===== src/rtl/div_sign_ctrl.sv =====
// -----------------------------------------------------------------------------
// div_sign_ctrl
// Signed-division sequencer between the ALU operand bus and an unsigned
// combinational divider core. The core is given operand magnitudes, is allowed
// CORE_LAT cycles to settle, and then the sign-corrected quotient (LO) and
// remainder (HI) are registered for HI/LO write-back. A zero divisor bypasses
// the core and produces HI = dividend, LO = all ones, div_zero = 1.
//
// Ports
//   clk            in   system clock, rising edge
//   clr_n          in   asynchronous active-low reset
//   start          in   request, sampled only in IDLE or DONE
//   dividend       in   signed dividend, sampled with start
//   divisor        in   signed divisor, sampled with start
//   core_dividend  out  registered |dividend| to the core
//   core_divisor   out  registered |divisor| to the core
//   core_quotient  in   unsigned quotient from the core
//   busy           out  high while waiting for the core
//   done           out  one-cycle pulse, hi/lo/div_zero valid
//   div_zero       out  last result came from a zero divisor
//   hi             out  signed remainder
//   lo             out  signed quotient
// -----------------------------------------------------------------------------
module div_sign_ctrl #(
    parameter int WIDTH    = 32,
    parameter int CORE_LAT = 2
) (
    input  logic             clk,
    input  logic             clr_n,
    input  logic             start,
    input  logic [WIDTH-1:0] dividend,
    input  logic [WIDTH-1:0] divisor,
    output logic [WIDTH-1:0] core_dividend,
    output logic [WIDTH-1:0] core_divisor,
    input  logic [WIDTH-1:0] core_quotient,
    output logic             busy,
    output logic             done,
    output logic             div_zero,
    output logic [WIDTH-1:0] hi,
    output logic [WIDTH-1:0] lo
);

    localparam int CNT_W = (CORE_LAT > 1) ? $clog2(CORE_LAT) : 1;

    localparam logic [WIDTH-1:0] ZERO_W = {WIDTH{1'b0}};
    localparam logic [WIDTH-1:0] ONES_W = {WIDTH{1'b1}};
    localparam logic [WIDTH-1:0] ONE_W  = {{(WIDTH-1){1'b0}}, 1'b1};
    localparam logic [CNT_W-1:0] CNT_ZERO = {CNT_W{1'b0}};
    localparam logic [CNT_W-1:0] CNT_ONE  = CNT_W'(1);
    localparam logic [CNT_W-1:0] CNT_LOAD = CNT_W'(CORE_LAT - 1);

    typedef enum logic [1:0] {
        ST_IDLE = 2'd0,
        ST_WAIT = 2'd1,
        ST_DONE = 2'd2
    } state_e;

    // Two's-complement negate, modulo 2^WIDTH.
    function automatic logic [WIDTH-1:0] neg_w(input logic [WIDTH-1:0] v);
        neg_w = ~v + ONE_W;
    endfunction

    // Magnitude as an unsigned value; the most negative input maps to
    // 2^(WIDTH-1), which is representable unsigned and divides correctly.
    function automatic logic [WIDTH-1:0] abs_mag(input logic [WIDTH-1:0] v);
        abs_mag = v[WIDTH-1] ? neg_w(v) : v;
    endfunction

    state_e           state_q,         state_d;
    logic [CNT_W-1:0] count_q,         count_d;
    logic [WIDTH-1:0] core_dividend_q, core_dividend_d;
    logic [WIDTH-1:0] core_divisor_q,  core_divisor_d;
    logic [WIDTH-1:0] dividend_q,      dividend_d;
    logic [WIDTH-1:0] divisor_q,       divisor_d;
    logic             q_neg_q,         q_neg_d;
    logic             busy_q,          busy_d;
    logic             done_q,          done_d;
    logic             div_zero_q,      div_zero_d;
    logic [WIDTH-1:0] hi_q,            hi_d;
    logic [WIDTH-1:0] lo_q,            lo_d;

    logic [WIDTH-1:0] lo_calc_s;
    logic [WIDTH-1:0] prod_s;
    logic [WIDTH-1:0] hi_calc_s;

    // Sign-corrected quotient and the remainder derived from it. Taking the
    // remainder as dividend - q*divisor (low WIDTH bits) gives it the
    // dividend's sign and makes INT_MIN / -1 wrap to hi = 0 naturally.
    always_comb begin
        lo_calc_s = q_neg_q ? neg_w(core_quotient) : core_quotient;
        prod_s    = lo_calc_s * divisor_q;
        hi_calc_s = dividend_q - prod_s;
    end

    // Next-state and next-output logic for the sequencer.
    always_comb begin
        state_d         = state_q;
        count_d         = count_q;
        core_dividend_d = core_dividend_q;
        core_divisor_d  = core_divisor_q;
        dividend_d      = dividend_q;
        divisor_d       = divisor_q;
        q_neg_d         = q_neg_q;
        div_zero_d      = div_zero_q;
        hi_d            = hi_q;
        lo_d            = lo_q;

        case (state_q)
            ST_IDLE, ST_DONE: begin
                if (start) begin
                    if (divisor != ZERO_W) begin
                        core_dividend_d = abs_mag(dividend);
                        core_divisor_d  = abs_mag(divisor);
                        dividend_d      = dividend;
                        divisor_d       = divisor;
                        q_neg_d         = dividend[WIDTH-1] ^ divisor[WIDTH-1];
                        count_d         = CNT_LOAD;
                        state_d         = ST_WAIT;
                    end else begin
                        // Zero divisor: result is immediate, core untouched.
                        hi_d       = dividend;
                        lo_d       = ONES_W;
                        div_zero_d = 1'b1;
                        state_d    = ST_DONE;
                    end
                end else begin
                    state_d = ST_IDLE;
                end
            end
            ST_WAIT: begin
                if (count_q == CNT_ZERO) begin
                    lo_d       = lo_calc_s;
                    hi_d       = hi_calc_s;
                    div_zero_d = 1'b0;
                    state_d    = ST_DONE;
                end else begin
                    count_d = count_q - CNT_ONE;
                end
            end
            default: begin
                state_d = ST_IDLE;
                count_d = CNT_ZERO;
            end
        endcase

        // Status flags are registered from the next state so they line up
        // exactly with the state they describe.
        busy_d = (state_d == ST_WAIT);
        done_d = (state_d == ST_DONE);
    end

    // State and datapath registers.
    always_ff @(posedge clk or negedge clr_n) begin
        if (!clr_n) begin
            state_q         <= ST_IDLE;
            count_q         <= CNT_ZERO;
            core_dividend_q <= ZERO_W;
            core_divisor_q  <= ZERO_W;
            dividend_q      <= ZERO_W;
            divisor_q       <= ZERO_W;
            q_neg_q         <= 1'b0;
            busy_q          <= 1'b0;
            done_q          <= 1'b0;
            div_zero_q      <= 1'b0;
            hi_q            <= ZERO_W;
            lo_q            <= ZERO_W;
        end else begin
            state_q         <= state_d;
            count_q         <= count_d;
            core_dividend_q <= core_dividend_d;
            core_divisor_q  <= core_divisor_d;
            dividend_q      <= dividend_d;
            divisor_q       <= divisor_d;
            q_neg_q         <= q_neg_d;
            busy_q          <= busy_d;
            done_q          <= done_d;
            div_zero_q      <= div_zero_d;
            hi_q            <= hi_d;
            lo_q            <= lo_d;
        end
    end

    assign core_dividend = core_dividend_q;
    assign core_divisor  = core_divisor_q;
    assign busy          = busy_q;
    assign done          = done_q;
    assign div_zero      = div_zero_q;
    assign hi            = hi_q;
    assign lo            = lo_q;

endmodule


===== config.mk =====
export PLATFORM = sky130hd
export DESIGN_NAME = div_sign_ctrl
export DESIGN_NICKNAME = d
export VERILOG_FILES = /design/src/rtl/div_sign_ctrl.sv
export SDC_FILE = /design/constraint.sdc
export NUM_CORES = 2
export LEC_CHECK = 0
export CAP_MARGIN = 20
export CELL_PAD_IN_SITES_DETAIL_PLACEMENT = 1
export CELL_PAD_IN_SITES_GLOBAL_PLACEMENT = 1
export CORE_ASPECT_RATIO = 1.5
export CORE_UTILIZATION = 35
export CTS_CLUSTER_DIAMETER = 150
export DETAILED_ROUTE_END_ITERATION = 7
export PLACE_DENSITY = 0.7
export SLEW_MARGIN = 20
export SYNTH_ARGS = -nofsm -noshare
export SYNTH_HDL_FRONTEND = slang
export SYNTH_SLANG_ARGS = --single-unit

===== constraint.sdc =====
create_clock -name clk -period 19.17 [get_ports clk]
set_clock_uncertainty 0.2 [all_clocks]
set_input_delay 2.8755 -clock clk [delete_from_list [all_inputs] [get_ports clk]]
set_output_delay 2.8755 -clock clk [all_outputs]
set_load 0.005 [all_outputs]

==> out/results.ini <==
[place]
gp_congestion = 0.896
post-dp-hpwl_microns = 68000
port_buffers = 229

[synth]
netlist_top_cells_count = inv_1 (536), nand2_1 (516), fa_1 (443)
synth-edff-count = 0
netlist_area_sq_um = 26300
synth_top_area_cell = fa_1
ys_ff_latch = 197
syn-instance-count = 2848
synth_nets = 3539
synthTopCellsByArea = fa_1 (34%), dfrtp_1 (19%), inv_1 (7.6%)
synth_top_area_share_pct = 33.7
synth_warnings = 0
synth.most_common_cell = inv_1
ys_seq_area_share_pct = 18.7
synthFlopType = dfrtp_1
yosysUniqueCellTypes = 62
avgSynthCellArea_sq_um = 9.24
async_flop_share_pct = 100

[routing]
drtAntennaViolNets = 0
dr.pass1.iters = 5
drt_iter0_drc = 852
wl_met2_microns = 46000
met1Wirelength_microns = 31900
num_vias = 20300
top_layer_used = met4
postRouteWirelength_microns = 84900
post_drt_via_cell_ratio = 5.07
wl_met3_microns = 3500
drc = 0
wl_per_cell_microns = 21.3

[timing]
fin_tns_setup_ns = 0
rsz0062_at_grt = no
worstMarginPinSlew_ns = 1.06
setup_viol = 0
finalCritPeriodShare_pct = 65.3
slew_headroom_pct = 29.6
slew_viol_final = 0
hold_viol = 0
fmax_mhz = 79.8
post-route-min-period_ns = 12.53

[floorplanning]
die_h_microns = 338
coreArea_sq_um = 74000
design.die.area_sq_um = 76300
die_x_microns = 226
io_pins = 230
placement_rows = 122
start_util_pct = 35.5

[worst_setup_path]
cp_num_buf_inv = 5
cp.arrival_ns = 12.73
path_delay_family = adder cells
cp-end-kind = flop
reg2reg_from = q_neg_q$_DFFE_PN0P_
critPathMostFrequentCell = fa_1
critical_path.max_fanout = 11
crit_start = core_quotient[8]
crit_required_ns = 19.37
cp_slowest_stage_delay_ns = 0.65
rr_worst_depth = 27
crit_path_start_kind = primary input
path_class = primary input to flop
reg2reg_to = hi[29]$_DFFE_PN0P_
r2r_setup_slack_ns = 9.84
cp_slowest_cell = a2111oi_0

[clock_network]
htreeDepth = 4
cts_tree = built
ctsHoldBuffers = 0
post_cts_buffers = 0
clkLatencyLatePin_ns = 0.48
cts.sinks = 197
cts_buffer_depth = 2
cts_buffers = 17
clkSlewWorstSetupHoldPaths_ns = 0.09
cts_root_buf = clkbuf_16
post_cts_resized = 0

[final_layout]
drive_above_1_share_pct = 5.50
final_util_pct = 40.8
syn_to_final_growth_pct = 14.9
nNetsFinal = 3677

[run_status]
status = complete, no violations

[min_path]
worstHoldPathCells = 2
hold_path_end = lo[2]$_DFFE_PN0P_
hp-class = flop to flop
hp-start = lo[2]$_DFFE_PN0P_

[run]
maxCapViolations = 0

[global_route]
grt_max_degree = 108
grt_pass1_vias = 24000
grt_antenna_before_repair = 0
grt-ovfl-total = 0
grt_pass1_wl_microns = 136000
grt_usage_pct = 23.4

==> final cells by class <==
type                       count  area, sq um
fill                        8478        43800
multi-input combinational   1965        18900
sequential                   197         4930
timing repair buffer         268         2600
inverter                     537         2020
tap                          992         1240
clock buffer                  19          443
clock inverter                12          103
antenna                        2         5.00
==> metal layers <==
layer | vias to the layer above | global-route usage, %
met5 | - | 0
met4 | 0 | 10.1
met3 | 167 | 3.42
met2 | 519 | 43.6
met1 | 10700 | 26.1
li1 | 8911 | -
==> cells in the final DEF (no fill, tap or decap), types with 10 or more instances in the layout <==
master	n
xor2_1	69
xnor2_2	12
o31ai_1	22
or3_1	31
a31oi_1	13
a21o_1	21
o21ai_0	146
mux2_2	60
dfrtp_1	196
nor2b_1	10
and2_1	183
ha_1	149
inv_1	536
clkbuf_16	17
fa_1	443
nand2_1	516
clkdlybuf4s50_1	227
buf_4	38
a21oi_1	34
nor2_1	41
xnor2_1	76
nand2b_1	12
o41ai_1	21
or4_1	13
==> sequential cells by signal (all words and copies together), names as in the netlist <==
signal	count
busy	1
core_dividend	32
core_divisor	32
count_q	1
div_zero	1
dividend_q	31
divisor_q	31
done	1
hi	32
lo	32
q_neg_q	1
state_q	2
==> logic make-up (layout without fill, tap and decap cells) <==
family / after synthesis / after routing / synth area share [%]
AO/OA/AOI/OAI: 298 / 298 / 7.04
XOR/XNOR: 166 / 166 / 5.97
adder cells (fa/ha/maj): 592 / 592 / 40.8
buffers and inverters: 686 / 836 / 9.84
flip-flops: 197 / 197 / 18.7
multiplexers: 63 / 63 / 2.68
other: 0 / 2 / 0
AND/OR/NAND/NOR: 846 / 846 / 14.9
==> stage by stage <==
stage | instances | hold WS, ns | worst slack (ns) | instance area, sq um
after global placement | 3958 | 0.256 | 6.59 | 29600
after detailed placement | 3958 | 0.268 | 6.22 | 29600
after CTS | 3989 | 0.290 | 6.69 | 30200
after floorplan | 2848 | 0.250 | 7.61 | 26300
after global routing | 3990 | 0.314 | 6.09 | 30200
final | 3992 | 0.283 | 6.64 | 30200
==> worst register-to-register path, delay by kind of cell (launching register included) <==
family / cells / cell delay (ns)
AOI/OAI and AO/OA: 8 / 2.08
xor gates and xnor gates: 2 / 0.93
adders and majority gates: 9 / 4.41
buffers and inverters: 5 / 0.57
DFF: 1 / 0.59
and+or+nand+nor: 3 / 0.47
==> how the worst max path moves through the flow <==
stage | end | slack [ns] | cells after the start
finish | hi[29]$_DFFE_PN0P_ | 6.64 | 29
global placement | hi[29]$_DFFE_PN0P_ | 6.59 | 29
global route | hi[29]$_DFFE_PN0P_ | 6.09 | 29
floorplan | hi[29]$_DFFE_PN0P_ | 7.61 | 31
detailed placement | hi[29]$_DFFE_PN0P_ | 6.22 | 29
CTS | hi[29]$_DFFE_PN0P_ | 6.69 | 29
Power is left out: the tool's default activity adds up to more than one toggle a clock period on the data nets, which glitch-free logic cannot reach.
